==> config.mk <==
export PLATFORM = sky130hd
export DESIGN_NAME = fp_alu_sched_flat
export DESIGN_NICKNAME = d
export VERILOG_FILES = /design/src/rtl/fp_alu_pkg.sv /design/src/rtl/fp_alu_sched_if.sv /design/src/rtl/fp_alu_rr_arb.sv /design/src/rtl/fp_alu_sched.sv /design/src/flat_wrapper.sv
export SDC_FILE = /design/constraint.sdc
export NUM_CORES = 1
export LEC_CHECK = 0
export BUFFER_PORTS_ARGS = -buffer_cell sky130_fd_sc_hd__clkbuf_2
export CORE_AREA = 4 4 210 212
export CTS_CLUSTER_SIZE = 40
export DETAILED_ROUTE_END_ITERATION = 8
export DIE_AREA = 0 0 214 216
export PLACE_DENSITY_LB_ADDON = 0.25
export SLEW_MARGIN = 20
export SYNTH_ARGS = -nofsm -noshare
export SYNTH_HDL_FRONTEND = slang
export SYNTH_SLANG_ARGS = --single-unit
==> constraint.sdc <==
create_clock -name clk_i -period 3.4 [get_ports clk_i]
set_input_delay 0.17 -clock clk_i [delete_from_list [all_inputs] [get_ports clk_i]]
set_output_delay 0.17 -clock clk_i [all_outputs]
set_load 0.02 [all_outputs]
==> src/rtl/fp_alu_pkg.sv <==
// fp_alu_pkg
//   Shared definitions for the FP ALU scheduler: floating-point word width
//   derivation, ALU op encodings and the widths of the per-stage record
//   fields (op, source) carried through the result pipe.
package fp_alu_pkg;

   localparam int OP_W  = 2;   // op field width (ALU ctrl)
   localparam int SRC_W = 1;   // originating requester index

   localparam logic [OP_W-1:0] FP_OP_ADD = 2'b00;
   localparam logic [OP_W-1:0] FP_OP_SUB = 2'b01;

   // sign + exponent + fraction
   function automatic int fp_width(input int frac_w, input int exp_w);
      return frac_w + exp_w + 1;
   endfunction

   // Anything other than add/sub is reported back as an error with zero data.
   function automatic logic op_illegal(input logic [OP_W-1:0] op);
      return !((op == FP_OP_ADD) || (op == FP_OP_SUB));
   endfunction

endpackage

==> src/rtl/fp_alu_sched_if.sv <==
// fp_alu_sched_if
//   Request/response bundle of the FP ALU scheduler.
//   req0_* / req1_* : two requesters (valid/ready, operands a/b, op, tag)
//   rsp_*           : single response port (valid/ready, src, tag, data, err)
//   master : requester/consumer side    slave : scheduler side
interface fp_alu_sched_if #(
   parameter int FP_W  = 64,
   parameter int TAG_W = 4
);
   logic             req0_valid_i;
   logic             req0_ready_o;
   logic [FP_W-1:0]  req0_a_i;
   logic [FP_W-1:0]  req0_b_i;
   logic [1:0]       req0_op_i;
   logic [TAG_W-1:0] req0_tag_i;

   logic             req1_valid_i;
   logic             req1_ready_o;
   logic [FP_W-1:0]  req1_a_i;
   logic [FP_W-1:0]  req1_b_i;
   logic [1:0]       req1_op_i;
   logic [TAG_W-1:0] req1_tag_i;

   logic             rsp_valid_o;
   logic             rsp_ready_i;
   logic             rsp_src_o;
   logic [TAG_W-1:0] rsp_tag_o;
   logic [FP_W-1:0]  rsp_data_o;
   logic             rsp_err_o;

   modport master (
      output req0_valid_i, req0_a_i, req0_b_i, req0_op_i, req0_tag_i,
      output req1_valid_i, req1_a_i, req1_b_i, req1_op_i, req1_tag_i,
      output rsp_ready_i,
      input  req0_ready_o, req1_ready_o,
      input  rsp_valid_o, rsp_src_o, rsp_tag_o, rsp_data_o, rsp_err_o
   );

   modport slave (
      input  req0_valid_i, req0_a_i, req0_b_i, req0_op_i, req0_tag_i,
      input  req1_valid_i, req1_a_i, req1_b_i, req1_op_i, req1_tag_i,
      input  rsp_ready_i,
      output req0_ready_o, req1_ready_o,
      output rsp_valid_o, rsp_src_o, rsp_tag_o, rsp_data_o, rsp_err_o
   );
endinterface

==> src/rtl/fp_alu_rr_arb.sv <==
// fp_alu_rr_arb
//   Two-way round-robin arbiter.
//   clk_i, rst_i : clock, async active-low reset
//   valid_i[1:0] : requester valids
//   en_i         : a grant this cycle is really taken (pipe not stalled)
//   grant_o[1:0] : one-hot grant (zero when nobody is valid)
//   last_grant resets to 1 so requester 0 wins the first tie.
module fp_alu_rr_arb (
   input  logic       clk_i,
   input  logic       rst_i,
   input  logic [1:0] valid_i,
   input  logic       en_i,
   output logic [1:0] grant_o
);

   logic last_grant_q, last_grant_d;

   always_comb begin
      grant_o = 2'b00;
      case (valid_i)
         2'b01:   grant_o = 2'b01;
         2'b10:   grant_o = 2'b10;
         2'b11:   grant_o = last_grant_q ? 2'b01 : 2'b10;
         default: grant_o = 2'b00;
      endcase
      // Priority only rotates on a real accept; a stalled winner keeps its turn.
      last_grant_d = (en_i && (grant_o != 2'b00)) ? grant_o[1] : last_grant_q;
   end

   always_ff @(posedge clk_i or negedge rst_i) begin
      if (!rst_i) last_grant_q <= 1'b1;
      else        last_grant_q <= last_grant_d;
   end

endmodule

==> src/rtl/fp_alu_sched.sv <==
// fp_alu_sched
//   Shares one external combinational FP add/sub ALU between two requesters.
//   clk_i, rst_i       : clock, async active-low reset
//   bus (slave)        : req0/req1 valid/ready requests, rsp valid/ready response
//   alu_a_o/b_o/ctrl_o : operands and op driven from stage S0 (zero when empty)
//   alu_res_i          : ALU result, captured into R1
//   occ_o, busy_o      : ops in flight, occ_o != 0
//   Pipe: S0 -> R1 .. R_LAT; response = R_LAT. The whole pipe holds while the
//   response is valid and not taken; empty slots are not squeezed out.
module fp_alu_sched
   import fp_alu_pkg::*;
#(
   parameter int  FRAC_W = 52,
   parameter int  EXP_W  = 11,
   parameter int  LAT    = 2,
   parameter int  TAG_W  = 4,
   localparam int FP_W   = fp_width(FRAC_W, EXP_W),
   localparam int OCC_W  = $clog2(LAT + 2)
)(
   input  logic             clk_i,
   input  logic             rst_i,
   fp_alu_sched_if.slave    bus,
   output logic [FP_W-1:0]  alu_a_o,
   output logic [FP_W-1:0]  alu_b_o,
   output logic [OP_W-1:0]  alu_ctrl_o,
   input  logic [FP_W-1:0]  alu_res_i,
   output logic [OCC_W-1:0] occ_o,
   output logic             busy_o
);

   logic             s0_vld_q, s0_vld_d;
   logic [FP_W-1:0]  s0_a_q, s0_a_d, s0_b_q, s0_b_d;
   logic [OP_W-1:0]  s0_op_q, s0_op_d;
   logic [TAG_W-1:0] s0_tag_q, s0_tag_d;
   logic [SRC_W-1:0] s0_src_q, s0_src_d;

   logic             r_vld_q  [LAT], r_vld_d  [LAT];
   logic [FP_W-1:0]  r_data_q [LAT], r_data_d [LAT];
   logic             r_err_q  [LAT], r_err_d  [LAT];
   logic [TAG_W-1:0] r_tag_q  [LAT], r_tag_d  [LAT];
   logic [SRC_W-1:0] r_src_q  [LAT], r_src_d  [LAT];

   logic [OCC_W-1:0] occ_q, occ_d;

   logic       stall, acc, hs;
   logic [1:0] grant;

   assign stall = r_vld_q[LAT-1] & ~bus.rsp_ready_i;
   assign hs    = r_vld_q[LAT-1] &  bus.rsp_ready_i;
   assign acc   = (grant != 2'b00) & ~stall;

   fp_alu_rr_arb u_arb (
      .clk_i   (clk_i),
      .rst_i   (rst_i),
      .valid_i ({bus.req1_valid_i, bus.req0_valid_i}),
      .en_i    (~stall),
      .grant_o (grant)
   );

   assign bus.req0_ready_o = grant[0] & ~stall;
   assign bus.req1_ready_o = grant[1] & ~stall;

   always_comb begin
      s0_vld_d = s0_vld_q;
      s0_a_d   = s0_a_q;
      s0_b_d   = s0_b_q;
      s0_op_d  = s0_op_q;
      s0_tag_d = s0_tag_q;
      s0_src_d = s0_src_q;
      for (int i = 0; i < LAT; i++) begin
         r_vld_d[i]  = r_vld_q[i];
         r_data_d[i] = r_data_q[i];
         r_err_d[i]  = r_err_q[i];
         r_tag_d[i]  = r_tag_q[i];
         r_src_d[i]  = r_src_q[i];
      end
      occ_d = occ_q + OCC_W'(acc) - OCC_W'(hs);

      if (!stall) begin
         // S0: capture the granted request (or become empty)
         s0_vld_d = acc;
         if (acc) begin
            s0_src_d = grant[1];
            s0_a_d   = grant[1] ? bus.req1_a_i   : bus.req0_a_i;
            s0_b_d   = grant[1] ? bus.req1_b_i   : bus.req0_b_i;
            s0_op_d  = grant[1] ? bus.req1_op_i  : bus.req0_op_i;
            s0_tag_d = grant[1] ? bus.req1_tag_i : bus.req0_tag_i;
         end
         // R1: ALU result enters the pipe; illegal ops are zeroed and flagged here
         r_vld_d[0]  = s0_vld_q;
         r_err_d[0]  = s0_vld_q & op_illegal(s0_op_q);
         r_data_d[0] = (s0_vld_q && !op_illegal(s0_op_q)) ? alu_res_i : '0;
         r_tag_d[0]  = s0_tag_q;
         r_src_d[0]  = s0_src_q;
         // R2..R_LAT: plain shift
         for (int i = 1; i < LAT; i++) begin
            r_vld_d[i]  = r_vld_q[i-1];
            r_data_d[i] = r_data_q[i-1];
            r_err_d[i]  = r_err_q[i-1];
            r_tag_d[i]  = r_tag_q[i-1];
            r_src_d[i]  = r_src_q[i-1];
         end
      end
   end

   always_ff @(posedge clk_i or negedge rst_i) begin
      if (!rst_i) begin
         s0_vld_q <= 1'b0;
         s0_a_q   <= '0;
         s0_b_q   <= '0;
         s0_op_q  <= '0;
         s0_tag_q <= '0;
         s0_src_q <= '0;
         for (int i = 0; i < LAT; i++) begin
            r_vld_q[i]  <= 1'b0;
            r_data_q[i] <= '0;
            r_err_q[i]  <= 1'b0;
            r_tag_q[i]  <= '0;
            r_src_q[i]  <= '0;
         end
         occ_q <= '0;
      end else begin
         s0_vld_q <= s0_vld_d;
         s0_a_q   <= s0_a_d;
         s0_b_q   <= s0_b_d;
         s0_op_q  <= s0_op_d;
         s0_tag_q <= s0_tag_d;
         s0_src_q <= s0_src_d;
         for (int i = 0; i < LAT; i++) begin
            r_vld_q[i]  <= r_vld_d[i];
            r_data_q[i] <= r_data_d[i];
            r_err_q[i]  <= r_err_d[i];
            r_tag_q[i]  <= r_tag_d[i];
            r_src_q[i]  <= r_src_d[i];
         end
         occ_q <= occ_d;
      end
   end

   assign alu_a_o    = s0_vld_q ? s0_a_q  : '0;
   assign alu_b_o    = s0_vld_q ? s0_b_q  : '0;
   assign alu_ctrl_o = s0_vld_q ? s0_op_q : '0;

   assign bus.rsp_valid_o = r_vld_q[LAT-1];
   assign bus.rsp_data_o  = r_data_q[LAT-1];
   assign bus.rsp_err_o   = r_err_q[LAT-1];
   assign bus.rsp_tag_o   = r_tag_q[LAT-1];
   assign bus.rsp_src_o   = r_src_q[LAT-1];

   assign occ_o  = occ_q;
   assign busy_o = (occ_q != '0);

endmodule

==> src/flat_wrapper.sv <==
// flat-port wrapper written by rule: the top's interface ports become plain ports
module fp_alu_sched_flat import fp_alu_pkg::*;
#(
   parameter int  FRAC_W = 52,
   parameter int  EXP_W  = 11,
   parameter int  LAT    = 2,
   parameter int  TAG_W  = 4,
   localparam int FP_W   = fp_width(FRAC_W, EXP_W),
   localparam int OCC_W  = $clog2(LAT + 2)
)
  (clk_i, rst_i, alu_a_o, alu_b_o, alu_ctrl_o, alu_res_i, occ_o, busy_o, bus_req0_valid_i, bus_req0_a_i, bus_req0_b_i, bus_req0_op_i, bus_req0_tag_i, bus_req1_valid_i, bus_req1_a_i, bus_req1_b_i, bus_req1_op_i, bus_req1_tag_i, bus_rsp_ready_i, bus_req0_ready_o, bus_req1_ready_o, bus_rsp_valid_o, bus_rsp_src_o, bus_rsp_tag_o, bus_rsp_data_o, bus_rsp_err_o);
  fp_alu_sched_if #(.FP_W((64)), .TAG_W(TAG_W)) bus_i ();
  input  logic clk_i;
  input  logic rst_i;
  output logic [FP_W-1:0] alu_a_o;
  output logic [FP_W-1:0] alu_b_o;
  output logic [OP_W-1:0] alu_ctrl_o;
  input  logic [FP_W-1:0] alu_res_i;
  output logic [OCC_W-1:0] occ_o;
  output logic busy_o;
  input wire logic [$bits(bus_i.req0_valid_i)-1:0] bus_req0_valid_i;
  input wire logic [$bits(bus_i.req0_a_i)-1:0] bus_req0_a_i;
  input wire logic [$bits(bus_i.req0_b_i)-1:0] bus_req0_b_i;
  input wire logic [$bits(bus_i.req0_op_i)-1:0] bus_req0_op_i;
  input wire logic [$bits(bus_i.req0_tag_i)-1:0] bus_req0_tag_i;
  input wire logic [$bits(bus_i.req1_valid_i)-1:0] bus_req1_valid_i;
  input wire logic [$bits(bus_i.req1_a_i)-1:0] bus_req1_a_i;
  input wire logic [$bits(bus_i.req1_b_i)-1:0] bus_req1_b_i;
  input wire logic [$bits(bus_i.req1_op_i)-1:0] bus_req1_op_i;
  input wire logic [$bits(bus_i.req1_tag_i)-1:0] bus_req1_tag_i;
  input wire logic [$bits(bus_i.rsp_ready_i)-1:0] bus_rsp_ready_i;
  output wire logic [$bits(bus_i.req0_ready_o)-1:0] bus_req0_ready_o;
  output wire logic [$bits(bus_i.req1_ready_o)-1:0] bus_req1_ready_o;
  output wire logic [$bits(bus_i.rsp_valid_o)-1:0] bus_rsp_valid_o;
  output wire logic [$bits(bus_i.rsp_src_o)-1:0] bus_rsp_src_o;
  output wire logic [$bits(bus_i.rsp_tag_o)-1:0] bus_rsp_tag_o;
  output wire logic [$bits(bus_i.rsp_data_o)-1:0] bus_rsp_data_o;
  output wire logic [$bits(bus_i.rsp_err_o)-1:0] bus_rsp_err_o;
  assign bus_i.req0_valid_i = bus_req0_valid_i;
  assign bus_i.req0_a_i = bus_req0_a_i;
  assign bus_i.req0_b_i = bus_req0_b_i;
  assign bus_i.req0_op_i = bus_req0_op_i;
  assign bus_i.req0_tag_i = bus_req0_tag_i;
  assign bus_i.req1_valid_i = bus_req1_valid_i;
  assign bus_i.req1_a_i = bus_req1_a_i;
  assign bus_i.req1_b_i = bus_req1_b_i;
  assign bus_i.req1_op_i = bus_req1_op_i;
  assign bus_i.req1_tag_i = bus_req1_tag_i;
  assign bus_i.rsp_ready_i = bus_rsp_ready_i;
  assign bus_req0_ready_o = bus_i.req0_ready_o;
  assign bus_req1_ready_o = bus_i.req1_ready_o;
  assign bus_rsp_valid_o = bus_i.rsp_valid_o;
  assign bus_rsp_src_o = bus_i.rsp_src_o;
  assign bus_rsp_tag_o = bus_i.rsp_tag_o;
  assign bus_rsp_data_o = bus_i.rsp_data_o;
  assign bus_rsp_err_o = bus_i.rsp_err_o;
  fp_alu_sched #(.FRAC_W(FRAC_W), .EXP_W(EXP_W), .LAT(LAT), .TAG_W(TAG_W)) u_core (.clk_i(clk_i), .rst_i(rst_i), .bus(bus_i), .alu_a_o(alu_a_o), .alu_b_o(alu_b_o), .alu_ctrl_o(alu_ctrl_o), .alu_res_i(alu_res_i), .occ_o(occ_o), .busy_o(busy_o));
endmodule
==> out/metrics.cfg <==
[die]
ios=543
coreArea_mm2=0.0419
rows=75
initial_utilization=0.310
die-area_mm2=0.0462
die_h_um=216
die_x_um=214

[layout]
fillCellCount=3861
layout.nets=2246
area_growth_pct=54.0
drive_gt1_frac=0.364

[yosys]
synthesis.area_mm2=0.0130
yosysSeqAreaShare=0.541
ys_ff_latch=281
synthCells=1171
yosys_warnings=0
avgSynthCellArea_um2=11.1
synth_nets=1510
synthDistinctLibCells=27

[critical_path]
path_max_fanout=96
worst-path-buf-inv=2
crit_type=flip-flop to output port
start_kind=flip-flop
slowest_stage=nor2b_4
reg2reg_slack_ns=0.70
slowest_delay_ns=0.77
worst_setup_path_end_kind=output port
path_cells=nor2b_4 > buf_12 > nand2b_1 > and2_1 > clkbuf_2
cp.required_ns=3.23
arrival_ns=2.68
cp_top_family=simple AND/OR/NAND/NOR gates

[outcome]
status=finished, final reports clean

[global_routing]
grt_use_total=0.206
grt_antenna_before_repair=9
grt_start_max_net_pins=135
grt_pass1_wl_um=76900
first_global_vias=13400
overflow=0

[detailed_routing]
vias=12500
drtPass1Iterations=7
via_per_inst=5.07
drt-wirelength-per-cell_um=19.9
drtIter0Drc=821
postRouteWirelength_um=49200
antenna_left=0
drc=0

[worst_hold_path]
worst_hold_path_type=input port to flip-flop

[power_and_ir_drop]
leakage_nw=9.47
power_frac_comb=0.371
p_sw_mw=4.86
seqPwrFrac=0.361
power.total_mw=13.5
powerDensity_mw_per_mm2=674
vdd_ir_drop_max_mv=0.320
p_clk_frac=0.268
switching_share=0.360
p_int_mw=8.63

[timing]
tightestPinTransition_ns=0.990
setup_viol=0
finClkSkew_ns=0.0222
hold_viol=0
min_period_ns=2.85
fmax_mhz=351
fin_tns_setup_ns=0
slew_viol_final=0
hold_ws_ns=0.0337
rsz0062_at_grt=no
relSlewSlack=0.339
period_share=0.838

[clocking]
clk_latency_ns=0.53
cts_setup_buffers=0
cts.clk_slew.worst_paths_ns=0.06
cts_buffers=34
cts_buffer_depth=3
cts-root-buf=clkbuf_16
tritoncts=yes
cts.sinks=281
htreeDepth=2

[placed_design]
place.gp.congestion=0.829
dp_hpwl_um=32000
io_buffers=542

[flow_run]
maxCapViolations=0

-- Yosys cell counts (all sizes together) --
cell / instances / area share
buf: 109 / 0.057
or2: 3 / 0.0014
nor2b: 2 / 0.00096
dfstp: 1 / 0.0020
nand2: 2 / 0.00058
o22a: 2 / 0.0013
a22o: 64 / 0.043
ha: 2 / 0.0019
nand2b: 1 / 0.00048
dfrtp: 280 / 0.54
xnor2: 2 / 0.0013
nor3b: 1 / 0.00058
mux2: 77 / 0.067
clkbuf: 84 / 0.024
nor2: 2 / 0.00077
o32ai: 134 / 0.090
a21bo: 1 / 0.00077
o21ai: 268 / 0.10
inv: 4 / 0.0012
and2: 132 / 0.064
-- power groups by stage --
stage / combinational [mW] / sequential (mW) / clock, mW
2_1_floorplan: 3.30 / 4.74 / 0
3_3_place_gp: 4.54 / 4.87 / 0
3_5_place_dp: 4.56 / 4.92 / 0
4_1_cts: 5.03 / 4.87 / 3.72
5_1_grt: 5.43 / 5.00 / 3.85
6_report: 5.01 / 4.88 / 3.61
-- registers in the layout (all words and copies together) (netlist names) --
signal / count
u_core.bus.rsp_data_o: 64
u_core.r_data_q: 64
u_core.s0_a_q: 64
u_core.s0_b_q: 64
u_core.bus.rsp_tag_o: 4
u_core.r_tag_q: 4
u_core.s0_tag_q: 4
u_core.occ_o: 2
u_core.s0_op_q: 2
u_core.bus.rsp_err_o: 1
u_core.bus.rsp_src_o: 1
u_core.bus.rsp_valid_o: 1
u_core.r_err_q: 1
u_core.r_src_q: 1
u_core.r_vld_q: 1
u_core.s0_src_q: 1
u_core.s0_vld_q: 1
u_core.u_arb.last_grant_q: 1
-- cells in the final DEF (no fill, tap or decap), types with 4 or more instances in the layout --
cell / n
o21ai_1: 41
clkbuf_1: 8
diode_2: 4
dfrtp_1: 279
dlygate4sd3_1: 328
o32ai_1: 134
buf_4: 17
clkbuf_2: 541
a22o_1: 64
o21ai_0: 227
buf_12: 6
and2_1: 132
clkinv_2: 4
clkbuf_8: 7
clkbuf_16: 35
mux2_2: 77
-- worst reg2reg max path: stages, from the launching register on --
cell           delay, ns
dfstp_2             0.40
nor2b_4             0.77
buf_12              0.41
o32ai_1             0.24
dlygate4sd3_1       0.59
o21ai_0             0.18
-- stage by stage --
step | instances | cell area (um2) | util | worst slack (ns)
2_1_floorplan | 1171 | 13000 | - | 1.72
3_3_place_gp | 2082 | 15600 | 0.373 | 1.11
3_5_place_dp | 2082 | 15600 | 0.373 | 1.09
4_1_cts | 2468 | 20000 | 0.477 | 0.502
5_1_grt | 2470 | 20000 | 0.477 | 0.366
6_report | 2472 | 20000 | 0.477 | 0.550
-- path summary, 6_finish.rpt --
path,startpoint,endpoint,cells after the start
max in group asynchronous,rst_i,u_core.r_data_q[73],3
hold / removal,bus_req0_b_i[61],u_core.s0_b_q[61],3
min in group asynchronous,rst_i,u_core.r_data_q[98],2
setup / recovery,u_core.u_arb.last_grant_q,bus_req1_ready_o,5
hold reg to reg,u_core.r_vld_q[1],u_core.bus.rsp_valid_o,1
setup reg to reg,u_core.u_arb.last_grant_q,u_core.s0_a_q[17],5
-- layer usage --
metal,vias up,share of wire,global-route usage
met5,-,0.00063,0
met4,4,0.032,0.0689
met3,105,0.076,0.0637
met2,508,0.49,0.351
met1,6180,0.40,0.250
li1,5747,-,-
-- logic make-up (layout without fill, tap and decap cells) --
group | after synthesis | in the layout | synth area share
AOI/OAI and AO/OA | 469 | 469 | 0.239
other | 0 | 4 | 0
DFF | 281 | 281 | 0.541
and+or+nand+nor | 143 | 143 | 0.0683
adders and majority gates | 2 | 2 | 0.00192
buffers and inverters | 197 | 955 | 0.0820
xor gates and xnor gates | 2 | 2 | 0.00135
muxes | 77 | 77 | 0.0667
-- final cells by class --
cell class,instances,area [um2],share of cell area
Timing Repair Buffer,893,6250,0.312
Tap cell,539,674,0.0337
Clock buffer,50,1000,0.0500
Sequential cell,281,7040,0.351
Inverter,4,17.5,0.000875
Multi-Input combinational cell,693,4930,0.246
Clock inverter,8,96.3,0.00481
Antenna cell,4,10.0,0.000500
-- repair_timing --
item / 4_1_cts / 5_1_grt
hold endpoints to repair: 272 / 0
hold buffers: 328 / 0
resized for setup: 0 / 0
Note: power is estimated with default switching activity, not from simulation.
